--- config.mk ---
export PLATFORM = sky130hd
export DESIGN_NAME = mem_stage_lsu
export DESIGN_NICKNAME = d
export VERILOG_FILES = /design/src/rtl/mem_pkg.sv /design/src/rtl/lsu_load_format.sv /design/src/rtl/mem_stage_lsu.sv
export SDC_FILE = /design/constraint.sdc
export NUM_CORES = 1
export LEC_CHECK = 0
export ABC_AREA = 1
export CORE_MARGIN = 2
export CORE_UTILIZATION = 45
export CTS_CLUSTER_SIZE = 20
export DETAILED_ROUTE_END_ITERATION = 8
export PLACE_DENSITY_LB_ADDON = 0.08
export REMOVE_ABC_BUFFERS = 1
export SYNTH_ARGS = -nofsm -noshare
export SYNTH_HDL_FRONTEND = slang
export SYNTH_SLANG_ARGS = --single-unit
--- constraint.sdc ---
create_clock -name clk -period 2 [get_ports clk]
set_clock_uncertainty 0.1 [all_clocks]
set_input_delay 0.3 -clock clk [delete_from_list [all_inputs] [get_ports clk]]
set_output_delay 0.3 -clock clk [all_outputs]
set_load 0.005 [all_outputs]
--- src/rtl/mem_pkg.sv ---
// Shared encodings for the MEM-stage load/store unit: funct3 access sizes,
// writeback select codes, the LSU state type and the misalignment rule.
package mem_pkg;

  localparam logic [2:0] F3_B  = 3'b000;
  localparam logic [2:0] F3_H  = 3'b001;
  localparam logic [2:0] F3_W  = 3'b010;
  localparam logic [2:0] F3_BU = 3'b100;
  localparam logic [2:0] F3_HU = 3'b101;

  localparam logic [1:0] WB_SEL_DMEM = 2'b00;
  localparam logic [1:0] WB_SEL_ALU  = 2'b01;
  localparam logic [1:0] WB_SEL_PC4  = 2'b10;

  typedef enum logic {
    IDLE = 1'b0,
    BUSY = 1'b1
  } lsu_state_t;

  // Halfwords need an even address and words a 4-byte aligned one; bytes never trap.
  function automatic logic isMisaligned(input logic [2:0] funct3, input logic [1:0] addrLo);
    logic mis;
    mis = 1'b0;
    case (funct3)
      F3_H, F3_HU: mis = addrLo[0];
      F3_W:        mis = (addrLo != 2'b00);
      default:     mis = 1'b0;
    endcase
    return mis;
  endfunction

endpackage

--- src/rtl/lsu_load_format.sv ---
// Picks the addressed byte/halfword lane out of a memory read word and
// sign- or zero-extends it according to the load funct3.
module lsu_load_format
  import mem_pkg::*;
(
  input  logic [31:0] rdata_i,
  input  logic [1:0]  addrLo_i,
  input  logic [2:0]  funct3_i,
  output logic [31:0] loadData_o
);

  logic [15:0] lane;

  // Shift the addressed byte down to bit 0, then extend by access size and signedness.
  always_comb begin
    lane = 16'(rdata_i >> {addrLo_i, 3'b000});
    case (funct3_i)
      F3_B:    loadData_o = {{24{lane[7]}}, lane[7:0]};
      F3_BU:   loadData_o = {24'b0, lane[7:0]};
      F3_H:    loadData_o = {{16{lane[15]}}, lane[15:0]};
      F3_HU:   loadData_o = {16'b0, lane[15:0]};
      default: loadData_o = rdata_i;
    endcase
  end

endmodule

--- src/rtl/mem_stage_lsu.sv ---
// MEM-stage load/store unit: issues one data-memory transaction at a time
// with a ready handshake and optional timeout, stalls the front of the pipe
// while it waits, and registers the MEM/WB bundle for writeback/forwarding.
module mem_stage_lsu
  import mem_pkg::*;
#(
  parameter int BUS_TIMEOUT = 255,
  parameter int CNT_W       = 8
) (
  input  logic        clk,
  input  logic        rst_n,
  input  logic        ex_valid,
  input  logic [31:0] ex_alu_result,
  input  logic [31:0] ex_store_data,
  input  logic        ex_mem_read,
  input  logic        ex_mem_write,
  input  logic [2:0]  ex_funct3,
  input  logic [4:0]  ex_rd,
  input  logic        ex_reg_write,
  input  logic [1:0]  ex_wb_sel,
  input  logic [31:0] ex_pc,
  input  logic        dmem_ready,
  input  logic [31:0] dmem_rdata,
  output logic [31:0] mem_alu,
  output logic        stall_req,
  output logic        dmem_req,
  output logic        dmem_we,
  output logic [31:0] dmem_addr,
  output logic [31:0] dmem_wdata,
  output logic [3:0]  dmem_wstrb,
  output logic        wb_valid,
  output logic [31:0] wb_dmem,
  output logic [31:0] wb_alu,
  output logic [31:0] wb_pc,
  output logic [1:0]  wb_sel,
  output logic [4:0]  wb_rd,
  output logic        wb_reg_write,
  output logic        misalign_exc,
  output logic        bus_err
);

  lsu_state_t state_q, state_d;
  logic [CNT_W-1:0] cnt_q, cnt_d;

  logic        dmemReq_q, dmemReq_d, dmemWe_q, dmemWe_d;
  logic [31:0] dmemAddr_q, dmemAddr_d, dmemWdata_q, dmemWdata_d;
  logic [3:0]  dmemWstrb_q, dmemWstrb_d;

  logic [31:0] capAlu_q, capAlu_d, capPc_q, capPc_d;
  logic [2:0]  capFunct3_q, capFunct3_d;
  logic [4:0]  capRd_q, capRd_d;
  logic [1:0]  capSel_q, capSel_d;
  logic        capRegWrite_q, capRegWrite_d, capStore_q, capStore_d;

  logic        wbValid_q, wbValid_d, wbRegWrite_q, wbRegWrite_d;
  logic [31:0] wbDmem_q, wbDmem_d, wbAlu_q, wbAlu_d, wbPc_q, wbPc_d;
  logic [1:0]  wbSel_q, wbSel_d;
  logic [4:0]  wbRd_q, wbRd_d;
  logic        misalign_q, misalign_d, busErr_q, busErr_d;

  logic        memOp, misaligned, startReq, timeoutHit, finishReq;
  logic [31:0] loadData;

  lsu_load_format u_format (
    .rdata_i    (dmem_rdata),
    .addrLo_i   (capAlu_q[1:0]),
    .funct3_i   (capFunct3_q),
    .loadData_o (loadData)
  );

  // Classify the incoming EX/MEM op and detect the end of an outstanding request.
  always_comb begin
    memOp      = ex_valid && (ex_mem_read || ex_mem_write);
    misaligned = memOp && isMisaligned(ex_funct3, ex_alu_result[1:0]);
    startReq   = (state_q == IDLE) && memOp && !misaligned;
    timeoutHit = (BUS_TIMEOUT != 0) && (cnt_q == CNT_W'(BUS_TIMEOUT - 1));
    finishReq  = (state_q == BUSY) && (dmem_ready || timeoutHit);
  end

  // State register; a synchronous reset abandons any in-flight request.
  always_ff @(posedge clk) begin
    if (!rst_n) state_q <= IDLE;
    else        state_q <= state_d;
  end

  // Enter BUSY when an aligned access is launched, leave on ready or timeout.
  always_comb begin
    state_d = state_q;
    case (state_q)
      IDLE:    if (startReq)  state_d = BUSY;
      BUSY:    if (finishReq) state_d = IDLE;
      default: state_d = IDLE;
    endcase
  end

  // Stall request plus next values of the bus request and MEM/WB bundle.
  always_comb begin
    stall_req     = 1'b0;
    cnt_d         = cnt_q;
    dmemReq_d     = dmemReq_q;
    dmemWe_d      = dmemWe_q;
    dmemAddr_d    = dmemAddr_q;
    dmemWdata_d   = dmemWdata_q;
    dmemWstrb_d   = dmemWstrb_q;
    capAlu_d      = capAlu_q;
    capPc_d       = capPc_q;
    capFunct3_d   = capFunct3_q;
    capRd_d       = capRd_q;
    capSel_d      = capSel_q;
    capRegWrite_d = capRegWrite_q;
    capStore_d    = capStore_q;
    wbValid_d     = 1'b0;
    wbRegWrite_d  = 1'b0;
    wbDmem_d      = wbDmem_q;
    wbAlu_d       = wbAlu_q;
    wbPc_d        = wbPc_q;
    wbSel_d       = wbSel_q;
    wbRd_d        = wbRd_q;
    misalign_d    = 1'b0;
    busErr_d      = 1'b0;
    case (state_q)
      IDLE: begin
        stall_req = startReq;
        if (startReq) begin
          cnt_d         = '0;
          capAlu_d      = ex_alu_result;
          capPc_d       = ex_pc;
          capFunct3_d   = ex_funct3;
          capRd_d       = ex_rd;
          capSel_d      = ex_wb_sel;
          capRegWrite_d = ex_reg_write;
          capStore_d    = ex_mem_write;
          dmemReq_d     = 1'b1;
          dmemWe_d      = ex_mem_write;
          dmemAddr_d    = {ex_alu_result[31:2], 2'b00};
          dmemWdata_d   = '0;
          dmemWstrb_d   = '0;
          if (ex_mem_write) begin
            case (ex_funct3)
              F3_B: begin
                dmemWdata_d = {4{ex_store_data[7:0]}};
                dmemWstrb_d = 4'b0001 << ex_alu_result[1:0];
              end
              F3_H: begin
                dmemWdata_d = {2{ex_store_data[15:0]}};
                dmemWstrb_d = 4'b0011 << ex_alu_result[1:0];
              end
              default: begin
                dmemWdata_d = ex_store_data;
                dmemWstrb_d = 4'b1111;
              end
            endcase
          end
        end else if (ex_valid) begin
          wbValid_d    = 1'b1;
          wbDmem_d     = '0;
          wbAlu_d      = ex_alu_result;
          wbPc_d       = ex_pc;
          wbSel_d      = ex_wb_sel;
          wbRd_d       = ex_rd;
          wbRegWrite_d = ex_reg_write && !misaligned;
          misalign_d   = misaligned;
        end
      end
      BUSY: begin
        stall_req = !dmem_ready && !timeoutHit;
        cnt_d     = cnt_q + 1'b1;
        if (finishReq) begin
          dmemReq_d = 1'b0;
          dmemWe_d  = 1'b0;
          wbValid_d = 1'b1;
          wbAlu_d   = capAlu_q;
          wbPc_d    = capPc_q;
          wbSel_d   = capSel_q;
          wbRd_d    = capRd_q;
          if (dmem_ready) begin
            wbDmem_d     = capStore_q ? 32'b0 : loadData;
            wbRegWrite_d = capRegWrite_q && !capStore_q;
          end else begin
            wbDmem_d = '0;
            busErr_d = 1'b1;
          end
        end
      end
      default: stall_req = 1'b0;
    endcase
  end

  // Registered request, captured instruction fields and MEM/WB bundle.
  always_ff @(posedge clk) begin
    if (!rst_n) begin
      cnt_q         <= '0;
      dmemReq_q     <= 1'b0;
      dmemWe_q      <= 1'b0;
      dmemAddr_q    <= '0;
      dmemWdata_q   <= '0;
      dmemWstrb_q   <= '0;
      capAlu_q      <= '0;
      capPc_q       <= '0;
      capFunct3_q   <= '0;
      capRd_q       <= '0;
      capSel_q      <= '0;
      capRegWrite_q <= 1'b0;
      capStore_q    <= 1'b0;
      wbValid_q     <= 1'b0;
      wbRegWrite_q  <= 1'b0;
      wbDmem_q      <= '0;
      wbAlu_q       <= '0;
      wbPc_q        <= '0;
      wbSel_q       <= '0;
      wbRd_q        <= '0;
      misalign_q    <= 1'b0;
      busErr_q      <= 1'b0;
    end else begin
      cnt_q         <= cnt_d;
      dmemReq_q     <= dmemReq_d;
      dmemWe_q      <= dmemWe_d;
      dmemAddr_q    <= dmemAddr_d;
      dmemWdata_q   <= dmemWdata_d;
      dmemWstrb_q   <= dmemWstrb_d;
      capAlu_q      <= capAlu_d;
      capPc_q       <= capPc_d;
      capFunct3_q   <= capFunct3_d;
      capRd_q       <= capRd_d;
      capSel_q      <= capSel_d;
      capRegWrite_q <= capRegWrite_d;
      capStore_q    <= capStore_d;
      wbValid_q     <= wbValid_d;
      wbRegWrite_q  <= wbRegWrite_d;
      wbDmem_q      <= wbDmem_d;
      wbAlu_q       <= wbAlu_d;
      wbPc_q        <= wbPc_d;
      wbSel_q       <= wbSel_d;
      wbRd_q        <= wbRd_d;
      misalign_q    <= misalign_d;
      busErr_q      <= busErr_d;
    end
  end

  assign mem_alu      = ex_alu_result;
  assign dmem_req     = dmemReq_q;
  assign dmem_we      = dmemWe_q;
  assign dmem_addr    = dmemAddr_q;
  assign dmem_wdata   = dmemWdata_q;
  assign dmem_wstrb   = dmemWstrb_q;
  assign wb_valid     = wbValid_q;
  assign wb_dmem      = wbDmem_q;
  assign wb_alu       = wbAlu_q;
  assign wb_pc        = wbPc_q;
  assign wb_sel       = wbSel_q;
  assign wb_rd        = wbRd_q;
  assign wb_reg_write = wbRegWrite_q;
  assign misalign_exc = misalign_q;
  assign bus_err      = busErr_q;

endmodule

==> results, run 1 <==
- For this run, design rule violations remaining after detail routing come to 0.
- The die covers 25100 um2.
- The share of the Yosys chip area taken by registers is 0.429.
- The total iterations of the first detailed-routing run is 6.
- The count of endpoints failing hold in the final timing report is 0.
- The clock insertion delay at the later pin of the skew report is 530 ps.
- The number of placement rows is 56.
- Routability-driven placement finished with a final weighted congestion of 0.883.
- The worst setup path is captured at a primary output.
- CTS saw 230 sinks.
- The synthesized instance count is 1573.
- The slack of the worst reg-to-reg path is 230 ps.
- The per-instance average area after synthesis is 6.83 um2.
- The final clock period utilization by the worst path is 0.968.
- The initial antenna violation count is 2.
- In the final layout, the share of cells above drive strength 1 is 0.0773.
- The detailed router finished its first iteration with 859 violations.
- Buffers placed on the I/O ports in this run total 352.
- The tool flagged a number of max-cap violations equal to 0.
- The number of inserted diodes is 0.
- The minimum period implied by the final worst setup slack is 1940 ps.
- After legalization and detailed placement, the total HPWL measured 22700 um.
- The total CTS buffers is 26.
- The total of endpoints with negative setup slack in the final report is 0.
- The number of vias per cell after detailed routing is 5.14.
- The initial utilization of the core area, before any placement, comes to 0.458.
- The count of yosys warnings during synthesis is 0.
- The area overhead of the layout relative to synthesis is 42.6%.
- The total power density per cell area is 808 nW/um2.
- From bottom edge to top edge, the die measures 158 um.
- The floorplan step defined a core boundary enclosing 23500 um2.
- Leaving out fill and tap cells, the most frequent cells in the layout are 514 x sky130_fd_sc_hd__nand2_1, 350 x sky130_fd_sc_hd__clkdlybuf4s50_1, 226 x sky130_fd_sc_hd__dfxtp_1, 165 x sky130_fd_sc_hd__nor2_1, 147 x sky130_fd_sc_hd__a21oi_1.
- The flip-flop and latch count after synthesis is 230.
- Summing all placed instances gives a cell area of 14400 um2.
- The path class of the lowest-slack min-delay path is input port to flip-flop.
- After routing the design area is 15300 um2.
- Wires add up to 34300 um.
- The worst slew margin relative to its limit is 0.534.
- Dividing the detail-routed wire length by the instance count gives 15.7 um.
- The number of nets with antenna violations after routing is 0.
- The maximum level of the CTS H-tree is 1.
- The transition time at the pin with the least slew margin is 699 ps.
- Derived from the worst setup path, the maximum achievable clock frequency is 516 MHz.
- Counting distinct cell types in the post-synthesis netlist gives 29.
- The clock-pin slew of the registers on the worst-case setup and hold paths is 60 ps.
- The horizontal die dimension is 158 um.
- TritonCTS built the clock tree.
- The leakage power total is 6.11 nW.
- The total vias in the final route is 11200.
- The maximum number of buffers from clock root to sink is 3.
- The kind of start point of the critical path is a flip-flop.
- The largest vdd supply drop is 545 uV.
- STA puts the critical path data arrival time at 1540 ps.
- The final max-slew violation count is 0.
- The global-route wire length before repair is 53800 um.
- The total grt overflow is 0.
- In this run the worst path has a maximum fanout of 2.
- The total track usage is 0.264.
- After detailed placement, the design holds a cell count of 2134.
- The cell chosen for the clock root is sky130_fd_sc_hd__clkbuf_16.
- For this design the top-level I/O count stands at 355.
- Leaving out fill and tap cells, the most frequent cell in the layout is sky130_fd_sc_hd__nand2_1.
- The pin count of the biggest net entering global routing is 78.
- The number of global-route vias before repair is 10500.
- The flow ran to the end, and the final reports show no timing, DRC or antenna violations.
- The cell area that synthesis handed to floorplanning was 10700 um2.
- The number of hold buffers added after CTS is 0.
- Leaving out filler cells and counting taps, the final layout contains 2183.
- The setup path with the least slack is of type flip-flop to primary output.
- The number of nets in the final layout is 1991.
- The required time of the critical path is 1600 ps.
-- layout make-up --
cell class              count  area [um2]
well taps                 319         399
fillers                  2121        8160
repair buffers            419        4240
flip-flops and latches    230        4610
clock buffers              40         803
multi-input cells        1123        5010
inverters                  44         168
clock inverters             8        76.3
-- layer usage --
layer,global-route usage,vias up,share of wire
li1,-,5633,-
met1,0.329,5152,0.42
met2,0.464,376,0.48
met3,0.0525,54,0.070
met4,0.0738,4,0.024
met5,0,-,0.00079
-- synthesized netlist by cell type --
cell | n | area, um2
sky130_fd_sc_hd__nor3_1 | 3 | 15.0
sky130_fd_sc_hd__nor2_1 | 165 | 619
sky130_fd_sc_hd__inv_2 | 7 | 26.3
sky130_fd_sc_hd__nand4_4 | 1 | 21.3
sky130_fd_sc_hd__a21oi_1 | 147 | 736
sky130_fd_sc_hd__nand4_1 | 82 | 513
sky130_fd_sc_hd__o21bai_1 | 1 | 7.51
sky130_fd_sc_hd__or2_2 | 1 | 6.26
sky130_fd_sc_hd__buf_1 | 2 | 7.51
sky130_fd_sc_hd__clkinv_1 | 3 | 11.3
sky130_fd_sc_hd__dfxtp_1 | 230 | 4600
sky130_fd_sc_hd__inv_1 | 34 | 128
sky130_fd_sc_hd__clkbuf_1 | 51 | 191
sky130_fd_sc_hd__o211ai_1 | 8 | 60.1
sky130_fd_sc_hd__nor2_2 | 3 | 18.8
sky130_fd_sc_hd__nand3_2 | 3 | 30.0
sky130_fd_sc_hd__nand2_1 | 518 | 1940
sky130_fd_sc_hd__buf_2 | 46 | 230
sky130_fd_sc_hd__nand2_2 | 2 | 12.5
sky130_fd_sc_hd__nor2_4 | 1 | 11.3
sky130_fd_sc_hd__nand3b_1 | 1 | 7.51
sky130_fd_sc_hd__nand3_1 | 54 | 270
sky130_fd_sc_hd__buf_4 | 76 | 571
sky130_fd_sc_hd__clkbuf_2 | 2 | 10.0
sky130_fd_sc_hd__o21ai_0 | 127 | 636
sky130_fd_sc_hd__conb_1 | 1 | 3.75
sky130_fd_sc_hd__ha_1 | 2 | 25.0
sky130_fd_sc_hd__nor4_1 | 1 | 6.26
sky130_fd_sc_hd__nor3_4 | 1 | 16.3
-- path summary, 6_finish.rpt --
check	startpoint	end	cells after the start
worst max-delay path	cnt_q[0]	stall_req	8
worst min-delay path	rst_n	capPc_q[10]	3
worst max register to register	capAlu_q[0]	wb_dmem[17]	8
worst min register to register	wb_pc[13]	wb_pc[13]	2
-- cell families (layout without fill, tap and decap cells) --
family                     count (synthesis)  in the layout  synth area share
AOI/OAI and AO/OA                        283            283             0.134
and+or+nand+nor                          836            836             0.325
DFF                                      230            230             0.429
buffers and inverters                    221            511             0.109
adders and majority gates                  2              2           0.00233
other                                      1              2          0.000349
-- registers in the layout, indices dropped and copies added (netlist names), 2 cells and up --
register,cells
capAlu_q,32
capFunct3_q,3
capPc_q,32
capRd_q,5
capSel_q,2
cnt_q,8
dmem_wdata,32
dmem_wstrb,4
wb_alu,32
wb_dmem,32
wb_pc,32
wb_rd,5
wb_sel,2
-- what timing repair did --
action,in CTS,in global routing
pin swaps,0,4
buffers inserted,0,1
setup endpoints to repair,1,17
resized for setup,6,10
-- report_power, final --
group          internal (mW)  switching [mW]  total [mW]  leakage (nW)
sequential              4.90           0.177        5.07          1.88
combinational           1.22            1.27        2.48          3.78
clock                   2.89            1.93        4.81         0.442
-- metrics by stage --
stage / total power [mW] / setup TNS [ps] / utilization / setup slack [ps] / hold WS, ps
after global placement: 7.60 / -18460 / 0.613 / -251 / 344
final: 12.4 / 0 / 0.652 / 63.9 / 64.7
after floorplan: 6.18 / -770720 / - / -3950 / 323
after CTS: 12.5 / 0 / 0.651 / 9.76 / 51.1
after global routing: 13.0 / -9.99 / 0.652 / -9.99 / 56.5
after detailed placement: 7.64 / -26150 / 0.613 / -253 / 350
-- worst max-delay path, stage by stage, from the launching register on --
cell and delay [ps]:
sky130_fd_sc_hd__dfxtp_2 320, sky130_fd_sc_hd__inv_2 60, sky130_fd_sc_hd__ha_4 110, sky130_fd_sc_hd__nand2_1 50
sky130_fd_sc_hd__nor2_1 120, sky130_fd_sc_hd__nand2_2 100, sky130_fd_sc_hd__nand3_4 80, sky130_fd_sc_hd__nand2_2 50
sky130_fd_sc_hd__buf_6 120
Note: power is estimated with default switching activity, not from simulation.
==> run 2: changes to the inputs <==
--- a/config.mk
+++ b/config.mk
@@ -8,7 +8,7 @@
 export ABC_AREA = 1
 export CORE_MARGIN = 2
 export CORE_UTILIZATION = 45
-export CTS_CLUSTER_SIZE = 20
+export CTS_CLUSTER_SIZE = 25
 export DETAILED_ROUTE_END_ITERATION = 8
 export PLACE_DENSITY_LB_ADDON = 0.08
 export REMOVE_ABC_BUFFERS = 1
==> results of run 2 <==
Same layout as run 1: the final DEF is identical, and so are final timing and power.
==> run 3: changes to the inputs <==
--- a/config.mk
+++ b/config.mk
@@ -8,9 +8,10 @@
 export ABC_AREA = 1
 export CORE_MARGIN = 2
 export CORE_UTILIZATION = 45
+export CTS_CLUSTER_DIAMETER = 30
 export CTS_CLUSTER_SIZE = 25
 export DETAILED_ROUTE_END_ITERATION = 8
-export PLACE_DENSITY_LB_ADDON = 0.08
+export PLACE_DENSITY_LB_ADDON = 0.12
 export REMOVE_ABC_BUFFERS = 1
 export SYNTH_ARGS = -nofsm -noshare
 export SYNTH_HDL_FRONTEND = slang
==> run 3 against run 2 <==
Worst setup slack gained 12 ps. Combinational power grew 4%. Non-clock buffer count grew 8. Clock power grew 77%. Utilization grew 4.6 points. Sequential power is essentially flat. Routed wire length grew 4.4%. Register-to-register slack lost 110 ps. Via count grew 2.5%. Critical endpoint unchanged. Critical path depth is the same. Clock-buffer cell count grew 28.
==> results, run 3 (synthesized netlist as in run 1, its figures left out) <==
- The leakage power total came to 6.60 nW (+8.1%).
- The total power density per cell area is 987 nW/um2 (+22%).
- The global-route wire length before repair is 56200 um (+4.6%).
- The largest individual stage delay along the critical path comes from the cell sky130_fd_sc_hd__dfxtp_2.
- The final clock period utilization by the worst path is 0.962 (-0.00592).
- The maximum cell stage delay along the critical path is 320 ps (about the same).
- For hold timing, the worst endpoint is capPc_q[23].
- The CTS tree is done.
- The number of nets with antenna violations after routing is 0 (unchanged).
- The horizontal die dimension is 158 um (unchanged).
- The post-layout worst setup margin was 75.7 ps (+11.8 ps).
- The initial antenna violation count is 3 (+1).
- The capturing element type of the critical path is a primary output.
- The highest layer used for signal routing is met5.
- The total CTS buffers is 50 (+92%).
- The total grt overflow came to 0 (unchanged).
- The flow ran to the end, and the final reports show no timing, DRC or antenna violations.
- The upper clock frequency limit is 520 MHz (+0.61%).
- The required time of the critical path came to 1600 ps (about the same).
- The placed instance area came to 14500 um2 (+0.73%).
- The clock-pin slew of the registers on the worst-case setup and hold paths came to 50 ps (about the same).
- The maximum level of the CTS H-tree is 2 (+1).
- The endpoint of the most critical register-to-register path is wb_dmem[15].
- The DRC marker count from the first detailed-route iteration is 762 (-11%).
- Setup repair after global routing left no endpoint under its margin.
- The cell that appears most often on the critical path is sky130_fd_sc_hd__nand2_2.
- The worst slew margin relative to its limit is 0.488 (-0.0459).
- The slack of the worst reg-to-reg path is 120 ps (-110 ps).
- The final weighted congestion in routability-driven placement is 0.871 (-1.4%).
- The total vias in the final route is 11500 (+2.5%).
- The total track usage came to 0.277 (+0.0128).
- The number of stages on the worst hold path was 3 (unchanged).
- The number of nets in the final layout was 2023 (+1.6%).
- The max-cap violation count is 0 (unchanged).
- The final design area excluding fillers is 16400 um2 (+7.0%).
- The clock insertion delay at the later pin of the skew report was 530 ps (about the same).
- The largest vdd supply drop is 704 uV (+29%).
- The wire length on met1 is 15000 um (+3.5%).
- The routed wire length per instance is 16.0 um (+1.9%).
- The number of buffers inserted by port buffering came to 352 (unchanged).
- The total die area is 25100 um2 (unchanged).
- Compared with the post-synthesis result, the final layout area differs by 52.6%.
- The library cell used most frequently in the layout, excluding fill and tap cells, is sky130_fd_sc_hd__nand2_1.
- The library cells used most frequently in the layout, excluding fill and tap cells, are 514 x sky130_fd_sc_hd__nand2_1, 350 x sky130_fd_sc_hd__clkdlybuf4s50_1, 228 x sky130_fd_sc_hd__dfxtp_1, 164 x sky130_fd_sc_hd__nor2_1, 147 x sky130_fd_sc_hd__a21oi_1.
- The transition time at the pin with the least slew margin is 768 ps (+68.8 ps).
- The startpoint of the worst register-to-register path is cnt_q[0].
- The sum of negative setup slack came to 0 ps (unchanged).
- The boundary pin count was 355 (unchanged).
- The minimum period implied by the final worst setup slack came to 1920 ps (-11.8 ps).
- The pin count of the biggest net entering global routing was 78 (unchanged).
- Tracing the worst setup path back leads to its startpoint at cnt_q[0].
- By startpoint and endpoint, the worst setup path is classified as flip-flop to primary output.
- The core region area came to 23500 um2 (unchanged).
- The data arrival at the endpoint of the critical path is 1520 ps (-20 ps).
- The fraction of final layout cells sized beyond drive strength 1 is 0.101 (+0.0240).
- The total of endpoints with negative setup slack in the final report is 0 (unchanged).
- The worst hold slack after final layout is 98.0 ps (+33.3 ps).
- The pre-CTS worst setup slack is -317 ps (-63.5 ps).
- The number of placement rows is 56 (unchanged).
- The number of filler cells placed in the layout is 1943 (-8.4%).
- The worst reg-to-reg path cell count is 13 (+5).
- The total clock sinks came to 230 (unchanged).
- Walking the worst path, the cells encountered are inv_2 -> ha_4 -> nand2_2 -> nor2_2 -> nand2_2 -> nand3_4 -> nand2_2 -> buf_6.
- The number of vias per cell after detailed routing is 5.14 (about the same).
- The initial standard-cell utilization of the core came to 0.458 (unchanged).
- The sum of routed wire length over all layers was 35900 um (+4.4%).
- The number of global-route vias before repair is 11200 (+6.5%).
- The path class of the lowest-slack min-delay path is input port to flip-flop.
- The final max-slew violation count was 0 (unchanged).
- The detailed-route DRC error count came to 0 (unchanged).
- The total iterations of the first detailed-routing run is 5 (-1).
- The met2 layer wire length in the routed design was 17700 um (+6.9%).
- The number of hold buffers added after CTS is 0 (unchanged).
- The cell chosen for the clock root is sky130_fd_sc_hd__clkbuf_16.
- The amount of wire on met3 after detailed routing is 2130 um (-12%).
- The maximum number of buffers from clock root to sink was 3 (unchanged).
- The largest fanout on the critical path is 2 (unchanged).
- The count of endpoints failing hold in the final timing report came to 0 (unchanged).
- The source of the worst hold timing path is rst_n.
- STA classifies the critical path startpoint as a flip-flop.
- The final HPWL from detailed placement is 23300 um (+2.7%).
- The height of the die is 158 um (unchanged).
[run 3: cell types whose count changed in the layout (fill, tap and decap cells not counted), moves of 2 or more]
cell | previous run | this run
sky130_fd_sc_hd__buf_12 | 17 | 24
sky130_fd_sc_hd__bufinv_16 | 1 | 6
sky130_fd_sc_hd__clkbuf_16 | 26 | 53
sky130_fd_sc_hd__clkbuf_8 | 10 | 12
sky130_fd_sc_hd__clkinv_4 | 0 | 5
sky130_fd_sc_hd__clkinvlp_4 | 0 | 5
sky130_fd_sc_hd__dfxtp_1 | 226 | 228
sky130_fd_sc_hd__dfxtp_2 | 3 | 1
sky130_fd_sc_hd__diode_2 | 0 | 2
sky130_fd_sc_hd__inv_6 | 0 | 3
[run 3: area by class of cell]
cell class	instances	area, um2	area share
diodes	2	5.00	0.000305
clock buffers	68	1460	0.0891
clock inverters	24	313	0.0191
inverters	44	168	0.0102
multi-input cells	1123	5010	0.306
flip-flops and latches	230	4610	0.281
well taps	319	399	0.0244
repair buffers	427	4420	0.270
[run 3: critical path, delay by kind of cell, from the launching register on]
family	cells	cell delay [ps]
buf+inv	2	180
flops	1	320
fa+ha+maj	1	130
simple gates	5	370
[run 3: worst max path at each step]
| stage | end | slack (ps) | depth (start not counted) |
|---|---|---|---|
| floorplan | wb_alu[0] | -3950 | 5 |
| global placement | stall_req | -310 | 6 |
| detailed placement | stall_req | -320 | 6 |
| CTS | wb_dmem[30] | 1 | 12 |
| global route | stall_req | 3 | 8 |
| finish | stall_req | 80 | 8 |
[run 3: metal layers]
metal / track usage / up-vias
met1: 0.343 / 5350
met4: 0.101 / 2
met2: 0.477 / 364
met3: 0.0547 / 66
li1: - / 5721
met5: 0 / -
[run 3: repair_timing]
action / 4_1_cts / 5_1_grt
gates resized for setup: 8 / 6
pin swaps: 3 / 3
setup buffers: 2 / 1
endpoints found under the setup margin: 1 / 101
hold endpoints to repair: 0 / 0
gates cloned: 0 / 2
[run 3: metrics by stage]
step                       util  std cells  power, mW
after CTS                 0.694       2232       16.2
final                     0.698       2237       16.2
after global routing      0.698       2237       16.8
after detailed placement  0.618       2138       7.69
after global placement    0.618       2138       7.65
after floorplan               -       1397       6.18
[run 3: power by group]
group          switching (mW)  internal (mW)  total (mW)
Sequential              0.182           4.91        5.09
Clock                    2.62           5.86        8.49
Combinational            1.30           1.28        2.58
Total                    4.11           12.1        16.2
